===== src/rtl/if_fetch_stage_pkg.sv =====
// rtl/if_fetch_stage_pkg.sv - shared types and constants for the instruction-fetch stage
//
// Purpose : XLEN, the default NOP encoding and the {pc, inst} entry held in the fetch queue.
package if_fetch_stage_pkg;

  localparam int XLEN = 32;

  // addi x0, x0, 0
  localparam logic [XLEN-1:0] NOP_INST = 32'h0000_0013;

  typedef struct packed {
    logic [XLEN-1:0] pc;
    logic [XLEN-1:0] inst;
  } fetch_entry_t;

endpackage


===== src/rtl/if_fetch_queue.sv =====
// rtl/if_fetch_queue.sv - DEPTH-entry synchronous FIFO of fetched {pc, inst} entries
//
// Purpose : registered fetch queue between imem responses and the IF/ID register.
// Ports   : clk, rst_n (async, active-low)
//           push_i / data_i   - write data_i at the tail
//           pop_i             - drop the head (caller only pops when count_o != 0)
//           flush_i           - empty the queue; wins over push/pop
//           data_o            - head entry (undefined contents when count_o == 0)
//           count_o           - number of valid entries, 0..DEPTH
module if_fetch_queue
  import if_fetch_stage_pkg::*;
#(
  parameter  int DEPTH = 2,
  localparam int CW    = $clog2(DEPTH + 1),
  localparam int PW    = (DEPTH > 1) ? $clog2(DEPTH) : 1
) (
  input  logic         clk,
  input  logic         rst_n,
  input  logic         push_i,
  input  logic         pop_i,
  input  logic         flush_i,
  input  fetch_entry_t data_i,
  output fetch_entry_t data_o,
  output logic [CW-1:0] count_o
);

  fetch_entry_t  mem_q [DEPTH];
  logic [PW-1:0] rd_ptr_q, wr_ptr_q;
  logic [CW-1:0] count_q;

  // Pointers wrap at DEPTH, which need not be a power of two.
  function automatic logic [PW-1:0] ptr_inc(input logic [PW-1:0] p);
    return (p == PW'(DEPTH - 1)) ? '0 : p + 1'b1;
  endfunction

  always_ff @(posedge clk or negedge rst_n) begin
    if (!rst_n) begin
      rd_ptr_q <= '0;
      wr_ptr_q <= '0;
      count_q  <= '0;
    end else if (flush_i) begin
      rd_ptr_q <= '0;
      wr_ptr_q <= '0;
      count_q  <= '0;
    end else begin
      if (push_i) wr_ptr_q <= ptr_inc(wr_ptr_q);
      if (pop_i)  rd_ptr_q <= ptr_inc(rd_ptr_q);
      case ({push_i, pop_i})
        2'b10:   count_q <= count_q + 1'b1;
        2'b01:   count_q <= count_q - 1'b1;
        default: count_q <= count_q;
      endcase
    end
  end

  // Payload storage needs no reset: count_q qualifies every read.
  // Push+pop while full is safe: the head is read before the slot is overwritten.
  always_ff @(posedge clk) begin
    if (push_i && !flush_i) mem_q[wr_ptr_q] <= data_i;
  end

  assign data_o  = mem_q[rd_ptr_q];
  assign count_o = count_q;

endmodule


===== src/rtl/if_fetch_stage.sv =====
// rtl/if_fetch_stage.sv - instruction-fetch stage: PC, credit-limited imem reads, fetch queue, redirect
//
// Purpose : owns the fetch PC, issues in-order imem reads while (queued + outstanding) < QDEPTH,
//           buffers responses in if_fetch_queue and presents {if_pc, if_inst} to IF/ID.
//           A redirect flushes the queue and discards every response still in flight.
// Ports   : clk, rst (async, active-low)
//           imem_req/imem_addr            - read request, word aligned
//           imem_rvalid/imem_rdata        - in-order responses, latency >= 1
//           redirect_valid/redirect_pc    - taken branch/jump pulse from EX
//           if_valid/if_ready/if_pc/if_inst - queue head towards IF/ID (NOP_INST when empty)
// Option  : IF_FETCH_PERF_EN adds perf_stall_cyc and perf_redirects (saturating counters).
module if_fetch_stage
  import if_fetch_stage_pkg::*;
#(
  parameter logic [XLEN-1:0] RESET_PC = 32'h0000_0000,
  parameter int              QDEPTH   = 2,
  parameter logic [XLEN-1:0] NOP_INST = if_fetch_stage_pkg::NOP_INST
) (
  input  logic            clk,
  input  logic            rst,
  output logic            imem_req,
  output logic [XLEN-1:0] imem_addr,
  input  logic            imem_rvalid,
  input  logic [XLEN-1:0] imem_rdata,
  input  logic            redirect_valid,
  input  logic [XLEN-1:0] redirect_pc,
  output logic            if_valid,
  input  logic            if_ready,
  output logic [XLEN-1:0] if_pc,
  output logic [XLEN-1:0] if_inst
`ifdef IF_FETCH_PERF_EN
  ,
  output logic [31:0]     perf_stall_cyc,
  output logic [31:0]     perf_redirects
`endif
);

  localparam int            CW         = $clog2(QDEPTH + 1);
  localparam logic [CW:0]   CREDIT_MAX = (CW + 1)'(QDEPTH);

  logic [XLEN-1:0] fetch_pc_q, fetch_pc_d;
  logic [XLEN-1:0] tail_pc_q, tail_pc_d;
  logic [CW-1:0]   outst_q, outst_d;
  logic [CW-1:0]   drop_q, drop_d;
  logic [CW-1:0]   q_count;
  logic            issue, resp, push, pop;
  fetch_entry_t    q_in, q_head;
  logic            unused_rpc_bits;

  assign unused_rpc_bits = ^redirect_pc[1:0];

  // Queued entries plus in-flight reads bound queue occupancy, so pushes never overflow.
  assign issue = rst && !redirect_valid && (({1'b0, q_count} + {1'b0, outst_q}) < CREDIT_MAX);
  // A response with nothing outstanding is out of contract; ignore it rather than underflow.
  assign resp  = imem_rvalid && (outst_q != '0);
  assign push  = resp && !redirect_valid && (drop_q == '0);
  assign pop   = if_valid && if_ready && !redirect_valid;

  assign q_in.pc   = tail_pc_q;
  assign q_in.inst = imem_rdata;

  always_comb begin
    fetch_pc_d = fetch_pc_q;
    tail_pc_d  = tail_pc_q;
    drop_d     = drop_q;
    outst_d    = outst_q;
    if (issue && !resp)      outst_d = outst_q + 1'b1;
    else if (!issue && resp) outst_d = outst_q - 1'b1;
    if (redirect_valid) begin
      fetch_pc_d = {redirect_pc[XLEN-1:2], 2'b00};
      tail_pc_d  = {redirect_pc[XLEN-1:2], 2'b00};
      // Everything still in flight after this cycle is stale; no issue happens this cycle.
      drop_d     = outst_q - CW'(resp);
    end else begin
      if (issue)                 fetch_pc_d = fetch_pc_q + 32'd4;
      if (push)                  tail_pc_d  = tail_pc_q + 32'd4;
      if (resp && drop_q != '0)  drop_d     = drop_q - 1'b1;
    end
  end

  always_ff @(posedge clk or negedge rst) begin
    if (!rst) begin
      fetch_pc_q <= RESET_PC;
      tail_pc_q  <= RESET_PC;
      outst_q    <= '0;
      drop_q     <= '0;
    end else begin
      fetch_pc_q <= fetch_pc_d;
      tail_pc_q  <= tail_pc_d;
      outst_q    <= outst_d;
      drop_q     <= drop_d;
    end
  end

  if_fetch_queue #(.DEPTH(QDEPTH)) u_queue (
    .clk     (clk),
    .rst_n   (rst),
    .push_i  (push),
    .pop_i   (pop),
    .flush_i (redirect_valid),
    .data_i  (q_in),
    .data_o  (q_head),
    .count_o (q_count)
  );

  assign imem_req  = issue;
  assign imem_addr = fetch_pc_q;
  assign if_valid  = (q_count != '0);
  assign if_pc     = if_valid ? q_head.pc   : '0;
  assign if_inst   = if_valid ? q_head.inst : NOP_INST;

`ifdef IF_FETCH_PERF_EN
  logic [31:0] stall_cyc_q, redirects_q;

  always_ff @(posedge clk or negedge rst) begin
    if (!rst) begin
      stall_cyc_q <= '0;
      redirects_q <= '0;
    end else begin
      if (!if_valid && if_ready && stall_cyc_q != 32'hFFFF_FFFF) stall_cyc_q <= stall_cyc_q + 32'd1;
      if (redirect_valid && redirects_q != 32'hFFFF_FFFF)       redirects_q <= redirects_q + 32'd1;
    end
  end

  assign perf_stall_cyc = stall_cyc_q;
  assign perf_redirects = redirects_q;
`endif

endmodule


===== config.mk =====
export PLATFORM = sky130hd
export DESIGN_NAME = if_fetch_stage
export DESIGN_NICKNAME = d
export VERILOG_FILES = /design/src/rtl/if_fetch_stage_pkg.sv /design/src/rtl/if_fetch_queue.sv /design/src/rtl/if_fetch_stage.sv
export SDC_FILE = /design/constraint.sdc
export NUM_CORES = 1
export LEC_CHECK = 0
export ABC_AREA = 1
export CORE_UTILIZATION = 33
export DETAILED_ROUTE_END_ITERATION = 10
export SLEW_MARGIN = 10
export SYNTH_ARGS = -nofsm -noshare
export SYNTH_HDL_FRONTEND = slang
export SYNTH_SLANG_ARGS = --single-unit

===== constraint.sdc =====
create_clock -name clk -period 12.75 [get_ports clk]
set_input_delay 3.825 -clock clk [delete_from_list [all_inputs] [get_ports clk]]
set_output_delay 3.825 -clock clk [all_outputs]
set_load 0.01 [all_outputs]

### Word level (Yosys, flattened, before mapping)

Memory sizes are Yosys's and may differ from the RTL's.
Index checks and enable logic that the tools add are counted.

| word-level totals | value |
|---|---|
| register bits after elaboration | 72 |
| memory bits (writable) | 128 |
| input bits | 69 |
| memories | 1 |

| operators by class | value |
|---|---|
| add/subtract/negate cells | 11 |
| order comparisons | 1 |
| eq/ne operators | 2 |
| muxes and demuxes | 20 |
| reduce and logical (&&, ||, !) cells | 24 |

Memories:

| memory | words | bits a word | read ports | clocked after Yosys merged registers in | wr ports | RTL line | text |
|---|---|---|---|---|---|---|---|
| u_queue.mem_q | 2 | 64 | 1 | 0 | 1 | if_fetch_queue.sv:27 | `fetch_entry_t mem_q [DEPTH];` |

Operators by type and width:

| operator | number |
|---|---|
| two-way mux 32 bit | 6 |
| adder 32 x 3 -> 32 bit, second input constant | 2 |
| nonzero test 2 bit | 8 |
| logical AND 1 bit | 11 |
| two-way mux 2 bit | 5 |
| two-way mux 1 bit | 8 |
| subtractor 2 x 1 -> 2 bit, second input constant | 3 |
| adder 2 x 1 -> 2 bit, second input constant | 2 |
| case mux 2 bit (2 select lines) | 1 |
| adder 2 x 2 -> 3 bit | 1 |
| zero test 1 bit | 3 |
| less-than comparator 3 x 2 -> 1 bit, second input constant | 1 |
| nonzero test 3 bit | 1 |
| adder 1 bit, second input constant | 2 |
| == test 2 x 1 -> 1 bit, second input constant | 1 |
| == test 2 bit, second input constant | 1 |
| zero test 2 bit | 1 |
| subtractor 2 x 1 -> 2 bit | 1 |

### Depth between registers and ports, before layout

| depth | value |
|---|---|
| word-level depth | 7 |
| mapped depth | 13 |
| depth with buffers taken out | 12 |

### Modules after synthesis

Synthesis repeated with hierarchy kept, for this count alone.

| unflattened totals | value |
|---|---|
| cells, all modules | 1034 |
| area, all modules | 10186.0 µm² |

Modules (own cells, without submodules):

| module | instances | cells each | area each (µm²) |
|---|---|---|---|
| if_fetch_stage | 1 | 801 | 5186.2 |
| if_fetch_queue | 1 | 233 | 4999.8 |

### Least setup slack after synthesis

No wires, ideal clock.

| timing path | value |
|---|---|
| kind | input-to-output |
| from | in redirect_valid |
| to | out imem_req |
| arrival | 4.538 ns |
| required time | 8.925 ns |
| setup slack | 4.387 ns |
| stages | 6 |
| cell sequence | buf_4 inv_4 nand3_4 inv_1 buf_4 buf_4 |

| between the ends | value |
|---|---|
| cells in the longest elaborated chain, start to end | 3 |

RTL lines:

| what | RTL line | text |
|---|---|---|
| start, declared | if_fetch_stage.sv:25 | `input logic redirect_valid,` |
| zero test 1 bit | if_fetch_stage.sv:53 | `assign issue = rst && !redirect_valid && (({1'b0, q_count} + {1'b0, outst_q}) < CREDIT_MAX);` |
| logical AND 1 bit (2 in series) | if_fetch_stage.sv:53 |  |
| end, declared | if_fetch_stage.sv:21 | `output logic imem_req,` |

No other way between the ends.

### Final worst setup path

Ends and elaborated chain as after synthesis.

==> qor.yml <==
global_route:
  grt_pass1_vias: 7023
  antenna_found_initial: 0
  grtUsageMet3_pct: 3.79
  grt_max_degree: 68
  gr-usage-met1_pct: 24.1
  global_route.usage.total_pct: 17.4
  grt_use_met2_pct: 27.2
  overflow: 0
  busiest_layer: "met2"
  grt_pass1_wl_mm: 38.5
critical_path:
  cp-start-kind: "input pin"
  crit_path_max_fanout: 42
  worstSetupPathType: "in -> out"
  cp_data_arrival_time_ns: 5.89
  worstPathRequired_ns: 8.92
  end_kind: "primary output"
cts:
  clkLatencyLatePin_ns: 0.44
  h-tree-depth: 4
  ctsHoldBuffers: 0
  cts.sinks: 192
  cts_tree: "done"
  path_clk_slew_ns: 0.07
  cts-root-buf: "clkbuf_16"
  cts_resized: 0
  numCtsBuffers: 17
  post_cts_buffers: 0
  clockBufferDepth: 2
power:
  p_leak_nw: 4.67
  peakVddDrop_mv: 0.0901
  cellPowerDensity_mw_per_mm2: 167
detailed_routing:
  viasPerCell: 4.74
  antenna_left: 0
  drt_iter0_markers: 548
  wl_per_cell_um: 15.5
  wl_mm: 24.5
  drc_errors: 0
  num_vias: 7505
  first_pass_iters: 7
sta:
  finalSetupViolCount: 0
  relSlewSlack_pct: 39.2
  tns_ns: 0
  period_minus_slack_ns: 9.71
  hold_viol: 0
  worstMarginPinSlew_ns: 0.911
  fin_skew_ns: 0.0135
  slew_violations: 0
  clock.fmax_ghz: 0.103
  rsz0062_at_grt: "no"
  period_share_pct: 76.2
  fin_ws_ns: 3.04
synthesis:
  synth.area.top_cells: "edfxtp_1 40%, dfrtp_1 18%, nand2_1 14%"
  ys_types: 42
  yosys.area.top_type_share_pct: 39.9
  syn_area_per_cell_um2: 8.97
  synth_ff_type: "edfxtp_1"
  synth_edf_count: 124
  ys_ff_latch: 192
  ys_seq_area_share_pct: 58.1
  yosys.cell_count.top_type: "nand2_1"
  synth_area_mm2: 0.00933
  synth_commonest_cells: "352 x nand2_1, 124 x edfxtp_1, 82 x nor2_1, 75 x inv_1, 75 x nand3_1"
  synth_top_area_cell: "edfxtp_1"
  async_flop_share_pct: 35.4
  syn_inst: 1040
  yosysWarnings: 0
outcome:
  status: "completed"
run:
  cap_violations: 0
floorplan:
  dieHeight_um: 170
  num_rows: 61
  die_area_mm2: 0.0289
  die_x_um: 170
  core_mm2: 0.0278
  start_util_pct: 33.6
  ios: 167
final_layout:
  fin_cells: 1584
  final_util_pct: 42.8
  final_nets: 1268
  synthToLayoutAreaGrowth_pct: 27.4
  drive_gt1_share_pct: 7.30
  antenna_cells: 0
  stdcell_area_mm2: 0.0119
placed_design:
  dpl_cell_area_mm2: 0.0113
  portBuffers: 160
  dp_hpwl_mm: 16.6
  dp.cells: 1552
  dp_slack_ns: 3.08
  gp_congestion: 0.913
hold_path:
  hold_path_class: "reg -> reg"
## worst max-delay path, cell delays in order
cell and delay, ns:
clkdlybuf4s50_1 0.39, buf_4 0.27, inv_4 0.46, nand3_4 0.21
inv_1 0.13, clkdlybuf4s50_1 0.55
## cell families (layout without fill, tap and decap cells)
group | count (synthesis) | in the layout | synth area share (%)
compound gates | 131 | 131 | 7.63
xor+xnor | 17 | 17 | 1.60
fa+ha+maj | 6 | 6 | 0.885
buf+inv | 121 | 284 | 5.44
flops | 192 | 192 | 58.1
other cells | 1 | 4 | 0.0402
simple gates | 572 | 572 | 26.3
## registers in the layout, indices dropped and copies added, names as in the netlist
name and cells:
drop_q 2, imem_addr 30, outst_q 2, tail_pc_q 30, u_queue.count_o 2, u_queue.mem_q 124
u_queue.rd_ptr_q 1, u_queue.wr_ptr_q 1
## per-layer routing
metal	vias to the layer above	wire (um)
li1	3749	-
met1	3503	11700
met2	234	11000
met3	19	1540
met4	0	344
met5	-	0
## power by group
group | leakage [nW] | internal, W | total [W] | switching, W
registers | 1.94 | 0.000755 | 0.000844 | 0.0000895
logic | 2.44 | 0.000267 | 0.000617 | 0.000350
clock network | 0.288 | 0.000263 | 0.000526 | 0.000263
## worst paths after layout
path	depth (start not counted)	slack, ns	end	from
worst max register to register	9	9.95	imem_addr[9]$_DFFE_PN0P_	u_queue.count_o[0]$_DFFE_PN0P_
worst min-delay path	1	0.55	outst_q[0]$_DFFE_PN0P_	outst_q[0]$_DFFE_PN0P_
max in group asynchronous	2	8.41	u_queue.rd_ptr_q$_DFFE_PN0P_	rst
worst max-delay path	6	3.04	imem_req	redirect_valid
worst min register to register	1	0.55	outst_q[0]$_DFFE_PN0P_	outst_q[0]$_DFFE_PN0P_
min in group asynchronous	1	3.18	imem_addr[30]$_DFFE_PN0P_	rst
## metrics by stage
step / hold slack [ns] / power [W]
floorplan: 0.464 / 0.00117
global route: 0.566 / 0.00211
CTS: 0.548 / 0.00201
detailed placement: 0.537 / 0.00148
global placement: 0.520 / 0.00147
finish: 0.554 / 0.00199
## cells in the final DEF, fill, tap and decap left out, types with 2 or more instances in the layout
master             n
nand2_1          352
clkdlybuf4s50_1  159
or2_2              2
o21ai_0           35
inv_1             75
dfrtp_1           67
inv_6              4
inv_8              5
nand2_4            2
nor2_1            80
and2_1             3
inv_2              7
nor2_4             9
a21oi_1           72
edfxtp_1         124
conb_1             4
ha_1               5
o21bai_1           3
clkinv_8           3
xor2_1            12
nor2_2            10
nand2_2           10
nor3_1             8
buf_4              8
inv_4              2
o21ai_1            3
nand3_1           75
nand4_1           15
o211ai_1          12
o221ai_1           2
xnor2_1            5
clkbuf_16         17
## final cells by class
type / instances / area [um2]
Clock buffer: 17 / 425
Clock inverter: 15 / 158
Fill cell: 2733 / 15900
Inverter: 84 / 320
Multi-Input combinational cell: 730 / 3430
Sequential cell: 192 / 5430
Tap cell: 378 / 473
Timing Repair Buffer: 168 / 1660
Power figures use the tool's default switching activity.
